## config.mk

```make
export PLATFORM = sky130hd
export DESIGN_NAME = reg_scoreboard_ctrl
export DESIGN_NICKNAME = d
export VERILOG_FILES = /design/src/rtl/reg_scoreboard_ctrl.sv
export SDC_FILE = /design/constraint.sdc
export NUM_CORES = 1
export LEC_CHECK = 0
export ABC_AREA = 1
export BUFFER_PORTS_ARGS = -buffer_cell sky130_fd_sc_hd__buf_2
export CAP_MARGIN = 10
export CORE_UTILIZATION = 69
export DETAILED_ROUTE_END_ITERATION = 7
export PLACE_DENSITY = 0.88
export REMOVE_ABC_BUFFERS = 1
export SLEW_MARGIN = 20
export SYNTH_ARGS = -nofsm -noshare
export SYNTH_HDL_FRONTEND = slang
export SYNTH_SLANG_ARGS = --single-unit
```

## constraint.sdc

```tcl
create_clock -name clk -period 9.3 [get_ports clk]
set_input_delay 0.93 -clock clk [delete_from_list [all_inputs] [get_ports clk]]
set_output_delay 0.93 -clock clk [all_outputs]
set_load 0.02 [all_outputs]
```

## src/rtl/reg_scoreboard_ctrl.sv

```systemverilog
// Issue-side hazard controller: per-register pending-write counters, RAW and
// saturation stalls, and flush sequencing that drains outstanding writebacks.
module reg_scoreboard_ctrl #(
    parameter int NREG     = 32,
    parameter int CNT_W    = 2,
    parameter int WB_PORTS = 2
) (
    input  logic                                   clk,
    input  logic                                   reset,
    input  logic                                   issue_valid,
    output logic                                   issue_ready,
    input  logic [$clog2(NREG)-1:0]                issue_rs1,
    input  logic [$clog2(NREG)-1:0]                issue_rs2,
    input  logic                                   issue_rs1_en,
    input  logic                                   issue_rs2_en,
    input  logic [$clog2(NREG)-1:0]                issue_rd,
    input  logic                                   issue_wen,
    input  logic [WB_PORTS-1:0]                    wb_valid,
    input  logic [WB_PORTS-1:0][$clog2(NREG)-1:0]  wb_rd,
    input  logic                                   flush,
    output logic                                   idle,
    output logic                                   draining,
    output logic                                   err
);
    localparam int IDX_W = $clog2(NREG);
    localparam int DEC_W = $clog2(WB_PORTS + 1);
    localparam int SUM_W = CNT_W + DEC_W + 1;
    localparam logic [IDX_W-1:0] ZERO_IDX = {IDX_W{1'b0}};
    localparam logic [CNT_W-1:0] ZERO_CNT = {CNT_W{1'b0}};
    localparam logic [CNT_W-1:0] CNT_MAX  = {CNT_W{1'b1}};
    localparam logic [SUM_W-1:0] ZERO_SUM = {SUM_W{1'b0}};
    localparam logic [SUM_W-1:0] ONE_SUM  = {{(SUM_W-1){1'b0}}, 1'b1};

    typedef enum logic [0:0] {
        ST_RUN   = 1'b0,
        ST_DRAIN = 1'b1
    } state_t;

    state_t           state_r;
    logic [CNT_W-1:0] cnt_r      [NREG];
    logic [CNT_W-1:0] cnt_next_s [NREG];
    logic             raw1_s;
    logic             raw2_s;
    logic             sat_s;
    logic             fire_s;
    logic             underflow_s;
    logic             all_zero_next_s;
    logic             idle_r;
    logic             draining_r;
    logic             err_r;

    // Hazard detection against current counter values (no release bypass).
    always_comb begin
        raw1_s      = issue_rs1_en && (issue_rs1 != ZERO_IDX) && (cnt_r[issue_rs1] != ZERO_CNT);
        raw2_s      = issue_rs2_en && (issue_rs2 != ZERO_IDX) && (cnt_r[issue_rs2] != ZERO_CNT);
        sat_s       = issue_wen && (issue_rd != ZERO_IDX) && (cnt_r[issue_rd] == CNT_MAX);
        issue_ready = (state_r == ST_RUN) && !flush && !raw1_s && !raw2_s && !sat_s;
        fire_s      = issue_valid && issue_ready;
    end

    // Next counter values: issue increments, releases decrement, underflow is dropped.
    always_comb begin
        logic [SUM_W-1:0] inc_v;
        logic [SUM_W-1:0] dec_v;
        logic [SUM_W-1:0] total_v;
        underflow_s     = 1'b0;
        all_zero_next_s = 1'b1;
        cnt_next_s[0]   = ZERO_CNT;
        for (int r = 1; r < NREG; r++) begin
            if (fire_s && issue_wen && (issue_rd == IDX_W'(r))) begin
                inc_v = ONE_SUM;
            end else begin
                inc_v = ZERO_SUM;
            end
            dec_v = ZERO_SUM;
            for (int j = 0; j < WB_PORTS; j++) begin
                if (wb_valid[j] && (wb_rd[j] == IDX_W'(r))) begin
                    dec_v = dec_v + ONE_SUM;
                end else begin
                    dec_v = dec_v;
                end
            end
            total_v = SUM_W'(cnt_r[r]) + inc_v;
            if (dec_v > total_v) begin
                cnt_next_s[r] = ZERO_CNT;
                underflow_s   = 1'b1;
            end else begin
                cnt_next_s[r] = CNT_W'(total_v - dec_v);
            end
            if (cnt_next_s[r] != ZERO_CNT) begin
                all_zero_next_s = 1'b0;
            end else begin
                all_zero_next_s = all_zero_next_s;
            end
        end
    end

    // Counter storage, sticky error and RUN/DRAIN state with registered status outputs.
    always_ff @(posedge clk) begin
        if (reset) begin
            for (int r = 0; r < NREG; r++) begin
                cnt_r[r] <= ZERO_CNT;
            end
            state_r    <= ST_RUN;
            idle_r     <= 1'b1;
            draining_r <= 1'b0;
            err_r      <= 1'b0;
        end else begin
            for (int r = 0; r < NREG; r++) begin
                cnt_r[r] <= cnt_next_s[r];
            end
            err_r <= err_r | underflow_s;
            case (state_r)
                ST_RUN: begin
                    if (flush && !all_zero_next_s) begin
                        state_r    <= ST_DRAIN;
                        draining_r <= 1'b1;
                        idle_r     <= 1'b0;
                    end else begin
                        state_r    <= ST_RUN;
                        draining_r <= 1'b0;
                        idle_r     <= all_zero_next_s;
                    end
                end
                ST_DRAIN: begin
                    if (all_zero_next_s) begin
                        state_r    <= ST_RUN;
                        draining_r <= 1'b0;
                        idle_r     <= 1'b1;
                    end else begin
                        state_r    <= ST_DRAIN;
                        draining_r <= 1'b1;
                        idle_r     <= 1'b0;
                    end
                end
                default: begin
                    state_r    <= ST_RUN;
                    draining_r <= 1'b0;
                    idle_r     <= 1'b0;
                end
            endcase
        end
    end

    assign idle     = idle_r;
    assign draining = draining_r;
    assign err      = err_r;

endmodule

```

==> results of run 1 <==
cell usage after synthesis (2+ instances only):
| master | number |
|---|---|
| sky130_fd_sc_hd__nand2_1 | 358 |
| sky130_fd_sc_hd__nor2_1 | 226 |
| sky130_fd_sc_hd__inv_1 | 212 |
| sky130_fd_sc_hd__ha_1 | 186 |
| sky130_fd_sc_hd__nand3_1 | 68 |
| sky130_fd_sc_hd__dfxtp_1 | 65 |
| sky130_fd_sc_hd__xnor2_1 | 31 |
| sky130_fd_sc_hd__a21oi_1 | 30 |
| sky130_fd_sc_hd__nor2_4 | 26 |
| sky130_fd_sc_hd__o21ai_0 | 24 |
| sky130_fd_sc_hd__or2_2 | 22 |
| sky130_fd_sc_hd__clkbuf_1 | 13 |
| sky130_fd_sc_hd__nand4_1 | 12 |
| sky130_fd_sc_hd__nor2_2 | 11 |
| sky130_fd_sc_hd__inv_2 | 8 |
| sky130_fd_sc_hd__buf_6 | 7 |
| sky130_fd_sc_hd__nor3_1 | 7 |
| sky130_fd_sc_hd__nand2_2 | 6 |
| sky130_fd_sc_hd__o21bai_1 | 6 |
| sky130_fd_sc_hd__buf_4 | 5 |
| sky130_fd_sc_hd__nand3b_1 | 5 |
| sky130_fd_sc_hd__buf_2 | 3 |
| sky130_fd_sc_hd__nand3_2 | 3 |
| sky130_fd_sc_hd__and3_1 | 2 |
| sky130_fd_sc_hd__buf_12 | 2 |
placed cells by master, fill, tap and decap left out, drive strengths merged:
cell and count:
nand3 71, o21bai 6, o2111ai 1, nor3 7, nand3b 5, nor3b 1, bufinv 1, inv 221
ha 186, o21ai 25, buf 39, nand2 365, a21boi 1, dfxtp 65, o41ai 1, clkinv 2
a21oi 30, o211ai 1, or2 22, nand4 12, nor2 263, xnor2 31, and3 2, clkbuf 13
power by group:
part           total [mW]  switching (mW)  internal (mW)  leakage, nW
registers           0.292         0.00740          0.285        0.526
logic               0.171           0.118         0.0526         4.30
clock network       0.346           0.132          0.214        0.144
total               0.809           0.258          0.552         4.97
cell families (layout without fill, tap and decap cells):
kind of cell,count (synthesis),count (layout)
adder cells (fa/ha/maj),186,186
AO/OA/AOI/OAI,65,65
flip-flops,65,65
buffers and inverters,253,276
AND/OR/NAND/NOR,748,748
XOR/XNOR,31,31
state kept, by name (all words and copies together), names as in the netlist:
signal,flops
cnt_r,62
draining,1
err,1
idle,1
layout make-up:
class,count,share of cell area [%]
sequential,65,14.4
multi-input combinational,1030,68.7
clock inverter,3,0.442
timing repair buffer,39,2.21
inverter,221,9.21
tap,168,2.32
clock buffer,13,2.76
critical path, delay by kind of cell:
| kind | cells | cell delay, ps |
|---|---|---|
| compound gates | 2 | 430 |
| buf+inv | 5 | 940 |
| simple gates | 19 | 2410 |
| fa+ha+maj | 3 | 770 |
how the worst max path moves through the flow:
stage	endpoint	cells after the start
global route	draining	29
CTS	draining	29
finish	draining	29
global placement	draining	29
detailed placement	draining	29
floorplan	draining	28
metal layers:
| metal | vias to the layer above | track usage (%) | wire length, µm |
|---|---|---|---|
| met5 | - | 0 | 0 |
| met4 | 0 | 19.2 | 1070 |
| met3 | 90 | 8.66 | 2940 |
| met2 | 479 | 60.7 | 10500 |
| met1 | 3753 | 52.4 | 10200 |
| li1 | 4204 | - | - |
per-stage QoR:
stage / area [µm²] / std cells
2_1_floorplan: 8370 / 1316
3_3_place_gp: 8780 / 1523
3_5_place_dp: 8780 / 1523
4_1_cts: 9070 / 1539
5_1_grt: 9070 / 1539
6_report: 9070 / 1539
==> results.txt, run 1 <==
In the synthesized netlist, mux cells make up 0% of the area. Setup repair after global routing left no endpoint under its margin. Summing the areas of all compound-gate instances in the mapped netlist gives 4.10% of the synthesized area. The number of nets with antenna violations after routing is 0.

The critical path is of the in -> reg type. On the final layout, the worst clock skew is 3.90 ps. The standard cell core area was 12,100 µm²; the final routed DRC violation total was 2.

IR analysis of the VDD net gives a maximum drop of 0.0000570 V. The first global-routing pass estimated 39.0 mm of wire. The total standard cell area after synthesis was 8600 µm²; the minimum clock period was 5280 ps. The worst hold path passes through 2 cells. Main combinational cell family by area after synthesis: simple AND/OR/NAND/NOR gates. For the source-to-sink clock delay at the later pin of the worst-skew pair, the log shows 350 ps.

In this run the most critical hold path is launched from draining. The run finished, with violations left. Derived from the worst setup path, the maximum achievable clock frequency is 0.189 GHz.

The average routed wire per standard cell was 16.0 µm; the count of antenna diodes in the layout was 0. Entering global routing, the biggest net connects 65 pins. For the via count of the first global-routing pass, the log shows 7,771.

The worst setup path is launched from an input pin. Relative to the synthesized area, the layout overhead comes to 5.37%. Cell type with the largest total area after synthesis: sky130_fd_sc_hd__ha_1. The worst path meets setup with 4020 ps of slack. Adding up every negative setup slack in the final design gives 0 ps. The total count of max-transition violations in the final report came out at 0.

STA classifies the critical path endpoint as a register. The vertical die dimension came out at 114 µm. The cell count after synthesis came out at 1,348. The number of vias per cell was 5.54.

During placement, the flow inserted port buffers numbering 37. The hold buffer count at cts was 0. Before CTS, the worst setup slack after placement is 3830 ps.

Across all layers, the routed design uses 8,526 vias. The post-synthesis register bit count works out to 65. The overflow left after global routing was 0. The tools report the floorplan row count as 40. Once detailed placement completed, the half-perimeter wirelength came to 20.0 mm. Detailed router's first-iteration violation count: 1,048. The checks that failed: design-rule violations. Of all nets on the critical path, the largest fanout is 34. Worst min-delay path category: reg -> reg.

The longest clock path from root to sink contains 2 buffers. The tools report the starting density of the core as 71.3%. For the worst flop-to-flop path, the logic depth is 30.

The sequential cells in the finished layout cover a total of 1300 µm². The cell sitting at the root of the clock tree is a sky130_fd_sc_hd__clkbuf_16. The worst pin sits at a relative slew slack of 37.8%. For this run, the slowest stage of the critical path takes 660 ps. Final hold analysis gives a worst-case slack of 619 ps. The data arrival time of the critical path is 5510 ps. TritonCTS built the clock tree.

The tools report the hold path endpoint as draining. The Yosys step of the flow raised 0 warnings. The run gives 0 as the buffer count from post-CTS setup fixing.

Max capacitance violation total: 0. The power density of the placed cells was 89.3 nW/µm²; the area of the die was 12,900 µm². The share of the clock period used by the worst path was 56.8%. The total of fill cells in the finished design was 999; the area share of and/or/nand/nor cells after synthesis was 38.1%.

After clock tree synthesis, the clock-pin slew on the worst setup and hold paths is 50 ps. The number of H-tree levels is 3. For this run, the leading register cell type out of synthesis is sky130_fd_sc_hd__dfxtp_1.

The startpoint of the worst register-to-register path was cnt_r[19][0]. Summed over all cells, the static leakage comes to 4.97 nW. In this run the mean area of a mapped cell was 6.38 µm². Counting flops with an async set or reset pin after synthesis yields a share of 0%.

The number of antenna violations at the first check in global routing was 0; the area share of fa/ha/maj cells after synthesis was 27.0%. In this run the count of I/O pins placed on the die edge is 38. Counting flops with a built-in enable in the synthesized netlist gives 0. The data required time of the worst path is 9530 ps, and the total number of clock tree sinks is 65.

Of the synthesized area, sequential elements account for 15.1%. Cells with a size suffix above 1 make up 9.48% of the layout. The fraction of the core area covered by cells at the end of the flow is 75.2%. At the pin with the least slew margin, the transition time is 929 ps. The library cell contributing the largest single delay on the critical path was sky130_fd_sc_hd__nand2_4. The area fraction of the dominant cell type after synthesis came out at 27.0%. In this run, CTS created clock tree buffers numbering 9. Yosys attributes the largest share of cell area to sky130_fd_sc_hd__ha_1, sky130_fd_sc_hd__nand2_1, sky130_fd_sc_hd__dfxtp_1, sky130_fd_sc_hd__nor2_1, sky130_fd_sc_hd__inv_1. After detailed routing, the total wire length is 24.7 mm.

Cell repeated most along the worst path: sky130_fd_sc_hd__nand2_1. In this run the register-to-register setup slack is 5070 ps. The tools report the capturing point of the worst reg2reg path as draining.

Total number of nets in the final design: 1,586. Once the clock tree was built, the resizer swapped 0 gates to a different size. The final count of hold timing violations was 0; the combined area of the multi-input logic cells was 6230 µm².

The overall die width was 114 µm; the count of endpoints failing setup in the final report was 0. Global-route total usage across every layer: 39.5%. Power comes to 0.809 mW. The synthesized netlist contains 35 unique library cells. Summing the areas of all xor and xnor instances in the mapped netlist gives 3.16% of the synthesized area.

The critical path starts at issue_rd[0]. The number of optimization iterations in the first detailed-route pass is 8, and the final weighted congestion in routability-driven placement is 1.03.
No activity file was read; power rests on OpenSTA's default activity.
==> run 2, diff against run 1 <==
CORE_UTILIZATION = 58   (was 69)
PLACE_DENSITY = 0.79   (was 0.88)
clock period = 4.4 ns   (was 9.3 ns; I/O delays follow)
==> results.txt, run 2 (same netlist as run 1, synthesis figures left out) <==
After layout, the worst path uses 92.0% of the clock period. The total number of clock tree sinks is 65 (unchanged), and the post-cts repair resize count is 0 (unchanged). The overflow left after global routing was 0 (unchanged); the clock input transition at the sequential cells of the worst setup and hold paths was 50 ps (about the same). For the achievable clock frequency, the log shows 0.247 GHz. Top library cells by usage in the layout, fill and taps aside: sky130_fd_sc_hd__nand2_1, sky130_fd_sc_hd__nor2_1, sky130_fd_sc_hd__inv_1 (unchanged). The tools report the met3 track demand over resource in global routing as 7.19% (was 8.66%).

The final total power is 1.73 mW (was 0.809 mW), and the overall die width is 124 µm (was 114 µm). The sum of negative setup slack is 0 ps (unchanged), and the slew at the pin closest to its max-slew limit is 517 ps (was 929 ps). The library cell contributing the largest single delay on the critical path is sky130_fd_sc_hd__ha_1 (was sky130_fd_sc_hd__nand2_4). Via count of the first global-routing pass: 7,906 (was 7,771). The flow ran to the end, and the final reports show no timing, DRC or antenna violations.

TritonCTS built the clock tree. The most congested layer reported by global routing is met2 (unchanged). Flip-flop count of the largest register, all copies and words added: 62 (unchanged). The starting density of the core is 59.4% (was 71.3%).

The power density of the placed cells was 187 nW/µm² (was 89.3 nW/µm²). Setup repair after global routing left no endpoint under its margin. The source-to-sink clock delay at the later pin of the worst-skew pair is 350 ps (about the same), and the count of antenna diodes in the layout is 0 (unchanged). The count of input and output buffers is 37 (unchanged), and the routing usage on met1 is 46.2% (was 52.4%). Internal portion of total power: 1.18 mW (was 0.552 mW).

The fraction of final layout cells with drive strength greater than 1 was 10.9% (was 9.48%). The run gives 38 (unchanged) as the top-level port count. Type of the worst setup path: in -> reg (unchanged).

The design area was 9270 µm² (was 9070 µm²). For the met2 usage in global routing, the log shows 54.7% (was 60.7%). The part of the power in the clock network came out at 42.5% (was 42.8%).

For the total number of nets in the final design, the log shows 1,605 (was 1,586). The category of the worst setup path capture point was a register (unchanged). The portion of total power attributed to sequential cells was 35.7% (was 36.1%). The most frequent standard cell in the layout excluding fill and tap cells is sky130_fd_sc_hd__nand2_1 (unchanged). The run gives 65.6% (was 37.8%) as the max-slew headroom at the worst pin.

The average routed wire per standard cell was 16.1 µm (was 16.0 µm). The logs give 0 (unchanged) for the final count of hold timing violations and 34.9% (was 39.5%) for the global-route total usage across every layer. The placement-stage cell area was 8980 µm² (was 8780 µm²); the area of the die was 15,300 µm² (was 12,900 µm²).

The number of nets with antenna violations after routing came out at 0 (unchanged). The setup slack after placement was 117 ps (was 3830 ps). The run gives 390 ps (was 5070 ps) as the minimum setup slack among reg-to-reg paths.

The cell chosen for the clock root is sky130_fd_sc_hd__clkbuf_16 (unchanged). For the maximum number of pins on one net before global-route repair, the log shows 42 (was 65). Critical path startpoint category: an input pin (unchanged). The kind of cell adding the most delay to the critical path is simple AND/OR/NAND/NOR gates (unchanged). The minimum clock period is 4050 ps, and the wire length of the first global-routing pass is 39.6 mm (was 39.0 mm). The worst min-delay path category was in -> reg (was reg -> reg).

The max capacitance violation total was 0 (unchanged). The tools report the total count of max-transition violations in the final report as 0 (unchanged). The number of optimization iterations in the first detailed-route pass is 5 (was 8), and the largest driver fanout on the critical path is 26 (was 34). The clock tree buffer depth is 2 (unchanged). The portion of total power attributed to combinational logic was 21.7% (was 21.1%). The tools report the detailed router's first-iteration violation count as 892 (was 1,048). The overall routed net length is 25.4 mm (was 24.7 mm).

The vertical die dimension works out to 124 µm (was 114 µm). The number of vias per cell is 5.40 (was 5.54), and the via count of the routed design is 8,499 (was 8,526). The largest stage delay on the critical path is 310 ps (was 660 ps).

The run gives 21.4 mm (was 20.0 mm) as the detailed placer's ending HPWL. The switching power is 0.555 mW (was 0.258 mW). The logs give 4620 ps (was 9530 ps) for the data required time of the worst path and 14,500 µm² (was 12,100 µm²) for the standard cell core area.

The data arrival time of the critical path was 4270 ps (was 5510 ps). The switching share of power is 32.0% (was 31.9%), and the final critical-path setup slack is 352 ps (was 4020 ps). The tools report the worst clock skew as 10.1 ps (was 3.90 ps).

The final weighted congestion in routability-driven placement was 1.01 (was 1.03); the combined buffer and inverter count along the critical path was 6 (was 5). The cell repeated most along the worst path is sky130_fd_sc_hd__nand2_1 (unchanged). The maximum ir drop on the vdd rail came out at 0.000173 V (was 0.0000570 V).

The run gives 0 (was 2) as the final routed DRC violation total. The run gives 0 (unchanged) as the number of antenna violations at the first check in global routing. The tools report the static power due to leakage as 5.08 nW (was 4.97 nW).

The tools report the count of endpoints failing setup in the final report as 0 (unchanged). The area growth from synthesis to layout was 7.78% (was 5.37%); the number of H-tree levels was 3 (unchanged). The register bank with the most flops is cnt_r (unchanged). The run gives 9 (unchanged) as the CTS buffer count. The tools report the floorplan row count as 44 (was 40).
## run 2: worst min-delay path: cells and delay by family
family | cells | cell delay [ps]
buf+inv | 1 | 80
simple gates | 2 | 190
## run 2: worst paths after layout
path,start,to,cells past startpoint
setup / recovery,issue_rd[0],draining,32
hold / removal,flush,draining,3
setup reg to reg,cnt_r[28][1],draining,32
hold reg to reg,draining,draining,2
## run 2: layer usage
metal | wire, µm | part of all wire [%]
met3 | 2550 | 10
met5 | 0 | 0
met2 | 10900 | 43
met1 | 11000 | 44
met4 | 896 | 3.5
## run 2: power by group through the flow
stage / registers, mW / clock network, mW / logic, mW
2_1_floorplan: 0.627 / 0 / 0.220
3_3_place_gp: 0.631 / 0 / 0.359
3_5_place_dp: 0.631 / 0 / 0.364
4_1_cts: 0.618 / 0.745 / 0.366
5_1_grt: 0.620 / 0.765 / 0.416
6_report: 0.619 / 0.738 / 0.376
## run 2: what timing repair did
action	CTS	global route
setup buffers	0	0
setup endpoints to repair	0	1
hold buffers	0	0
## run 2: layout make-up
| cell class | instances | area (µm²) |
|---|---|---|
| clock buffers | 11 | 243 |
| clock inverters | 5 | 55.1 |
| fillers | 1354 | 5200 |
| inverters | 221 | 835 |
| multi-input cells | 1030 | 6230 |
| flip-flops and latches | 65 | 1300 |
| well taps | 184 | 230 |
| repair buffers | 58 | 380 |
## run 2: per-stage QoR
step | hold WS [ps] | util [%] | cells
3_5_place_dp | 646 | 62.0 | 1558
5_1_grt | 426 | 64.1 | 1574
3_3_place_gp | 654 | 62.0 | 1558
2_1_floorplan | 509 | - | 1316
4_1_cts | 391 | 64.1 | 1574
6_report | 408 | 64.1 | 1574
==> run 3, diff against run 2 <==
BUFFER_PORTS_ARGS = unset   (was -buffer_cell sky130_fd_sc_hd__buf_2)
CORE_UTILIZATION = 60   (was 58)
DONT_BUFFER_PORTS = 1   (was unset)
==> results.txt, run 3 (same netlist as run 1, synthesis figures left out) <==
The register bank with the most flops was cnt_r (unchanged). The total count of max-transition violations in the final report was 0 (unchanged); the number of standard cells in the layout, taps in and fillers out was 1,521 (was 1,574). For the minimum setup slack among reg-to-reg paths, the log shows 340 ps (was 390 ps).

The minimum clock period is 4060 ps (was 4050 ps), and the number of nets with antenna violations after routing is 0 (unchanged). Setup repair after global routing left no endpoint under its margin. The logs give 14,800 µm² (was 15,300 µm²) for the area of the die and 0.000144 V (was 0.000173 V) for the maximum ir drop on the vdd rail.

The slew at the pin closest to its max-slew limit came out at 481 ps (was 517 ps). The tools report the critical path startpoint category as a register (was an input pin). For the setup slack after placement, the log shows 288 ps (was 117 ps).

The run gives 65 (unchanged) as the total number of clock tree sinks. The cell repeated most along the worst path was sky130_fd_sc_hd__nand2_1 (unchanged). The power density of the placed cells is 192 nW/µm² (was 187 nW/µm²), and the number of optimization iterations in the first detailed-route pass is 7 (was 5).

The share of the clock period used by the worst path works out to 92.2% (was 92.0%). Top library cells by usage in the layout, fill and taps aside: sky130_fd_sc_hd__nand2_1, sky130_fd_sc_hd__nor2_1, sky130_fd_sc_hd__inv_1 (unchanged). The overall die width came out at 122 µm (was 124 µm).

Clock input transition at the sequential cells of the worst setup and hold paths: 60 ps (was 50 ps). The tools report the capturing point of the worst reg2reg path as draining (unchanged). For the CTS buffer count, the log shows 9 (unchanged). The kind of cell adding the most delay to the critical path was simple AND/OR/NAND/NOR gates (unchanged).

The tools report the sum of negative setup slack as 0 ps (unchanged). The logs give 0 (unchanged) for the max capacitance violation total and 341 ps (was 352 ps) for the final critical-path setup slack. The logs give 67.8% (was 65.6%) for the max-slew headroom at the worst pin and 34.4% (was 34.9%) for the global-route total usage across every layer. The count of input and output buffers came out at 0 (was 37).

The static power due to leakage came out at 4.88 nW (was 5.08 nW). The buffer count from post-CTS setup fixing was 0 (unchanged). The tools report the maximum number of pins on one net before global-route repair as 65 (was 42). The data required time of the worst path was 4640 ps (was 4620 ps). Largest stage delay on the critical path: 350 ps (was 310 ps). Standard cell core area: 13,900 µm² (was 14,500 µm²).

Overflow left after global routing: 0 (unchanged). The number of vias per cell came out at 5.45 (was 5.40). The overall routed net length is 24.5 mm (was 25.4 mm), and the count of antenna diodes in the layout is 0 (unchanged). The source-to-sink clock delay at the later pin of the worst-skew pair was 360 ps (was 350 ps); the count of placed standard cells including taps was 1,506 (was 1,558). The type of the worst setup path is reg -> reg (was in -> reg). The run gives 38 (unchanged) as the top-level port count.

Category of the worst setup path capture point: a register (unchanged). Depth of the critical timing path with buffers and inverters included: 29 (was 32). The cell chosen for the clock root was sky130_fd_sc_hd__clkbuf_16 (unchanged).

The detailed router's first-iteration violation count came out at 894 (was 892). The run gives 0.997 (was 1.01) as the final weighted congestion in routability-driven placement. TritonCTS built the clock tree. The detailed placer's ending HPWL was 20.1 mm (was 21.4 mm).

The tools report the via count of the first global-routing pass as 7,541 (was 7,906). The number of H-tree levels was 3 (unchanged). Area growth from synthesis to layout: 4.48% (was 7.78%). Most frequent standard cell in the layout excluding fill and tap cells: sky130_fd_sc_hd__nand2_1 (unchanged).

The hold buffer count at cts is 0 (unchanged). The wire length of the first global-routing pass was 38.5 mm (was 39.6 mm). The total number of nets in the final design is 1,557 (was 1,605), and the data arrival time of the critical path is 4300 ps (was 4270 ps). The flow ran to the end, and the final reports show no timing, DRC or antenna violations. The capturing instance or port of the critical path is draining (unchanged). The count of endpoints failing setup in the final report came out at 0 (unchanged). The flip-flop count of the largest register, all copies and words added was 62 (unchanged). Startpoint of the worst register-to-register path: cnt_r[29][0] (was cnt_r[28][1]). The cell count of the worst reg-to-reg path works out to 29 (was 32).

The tools report the worst clock skew as 7.83 ps (was 10.1 ps). The worst min-delay path category is in -> reg (unchanged). The final routed DRC violation total is 0 (unchanged), and the fraction of final layout cells with drive strength greater than 1 is 7.53% (was 10.9%). The final count of hold timing violations is 0 (unchanged).

The via count of the routed design came out at 8,290 (was 8,499). The library cell contributing the largest single delay on the critical path is sky130_fd_sc_hd__dfxtp_1 (was sky130_fd_sc_hd__ha_1). For the starting density of the core, the log shows 61.7% (was 59.4%). The worst hold slack came out at 158 ps (was 408 ps). The largest driver fanout on the critical path came out at 11 (was 26). The clock tree buffer depth came out at 2 (unchanged). Final total power: 1.73 mW (about the same). Floorplan row count: 43 (was 44). The vertical die dimension works out to 122 µm (was 124 µm). Source of the critical timing path: cnt_r[29][0] (was issue_rd[0]).

The run gives 0.246 GHz (was 0.247 GHz) as the achievable clock frequency. The number of antenna violations at the first check in global routing is 0 (unchanged), and the post-cts repair resize count is 0 (unchanged). The average routed wire per standard cell works out to 16.1 µm (about the same). Combined buffer and inverter count along the critical path: 3 (was 6).
run 3: cell count changes in the layout (fill, tap and decap cells not counted), sizes merged:
cell      previous run  this run
buf                 58        10
bufinv               1         2
clkbuf              11        12
clkinv               2         1
clkinvlp             2         0
run 3: cell type report:
class                      instances  area (µm²)
clock buffer                      12         246
clock inverter                     3        65.1
fill                            1270        4940
inverter                         221         835
multi-input combinational       1030        6230
sequential                        65        1300
tap                              180         225
timing repair buffer              10        87.6
run 3: how the worst min path moves through the flow:
stage | from | to | depth (start not counted)
finish | reset | cnt_r[15][1] | 1
global placement | reset | cnt_r[15][1] | 1
global route | reset | cnt_r[15][1] | 1
detailed placement | reset | cnt_r[15][1] | 1
floorplan | reset | err | 1
CTS | reset | cnt_r[17][1] | 1
run 3: layer usage:
metal  up-vias  wire (µm)  GRT usage [%]
met3        54       2560           7.26
met5         -          0              0
li1       4151          -              -
met4         0        863           14.4
met1      3686      10700           47.3
met2       399      10400           51.7
run 3: per-stage QoR:
stage,area (µm²),utilization (%)
global route,8990,64.5
CTS,8990,64.5
floorplan,8370,-
detailed placement,8680,62.3
global placement,8680,62.3
finish,8990,64.5
run 3: power by group:
group / internal (mW) / leakage [nW] / switching, mW / total [mW]
clock network: 0.508 / 0.153 / 0.283 / 0.790
registers: 0.602 / 0.526 / 0.0204 / 0.622
logic: 0.106 / 4.20 / 0.207 / 0.313
total: 1.22 / 4.88 / 0.510 / 1.73
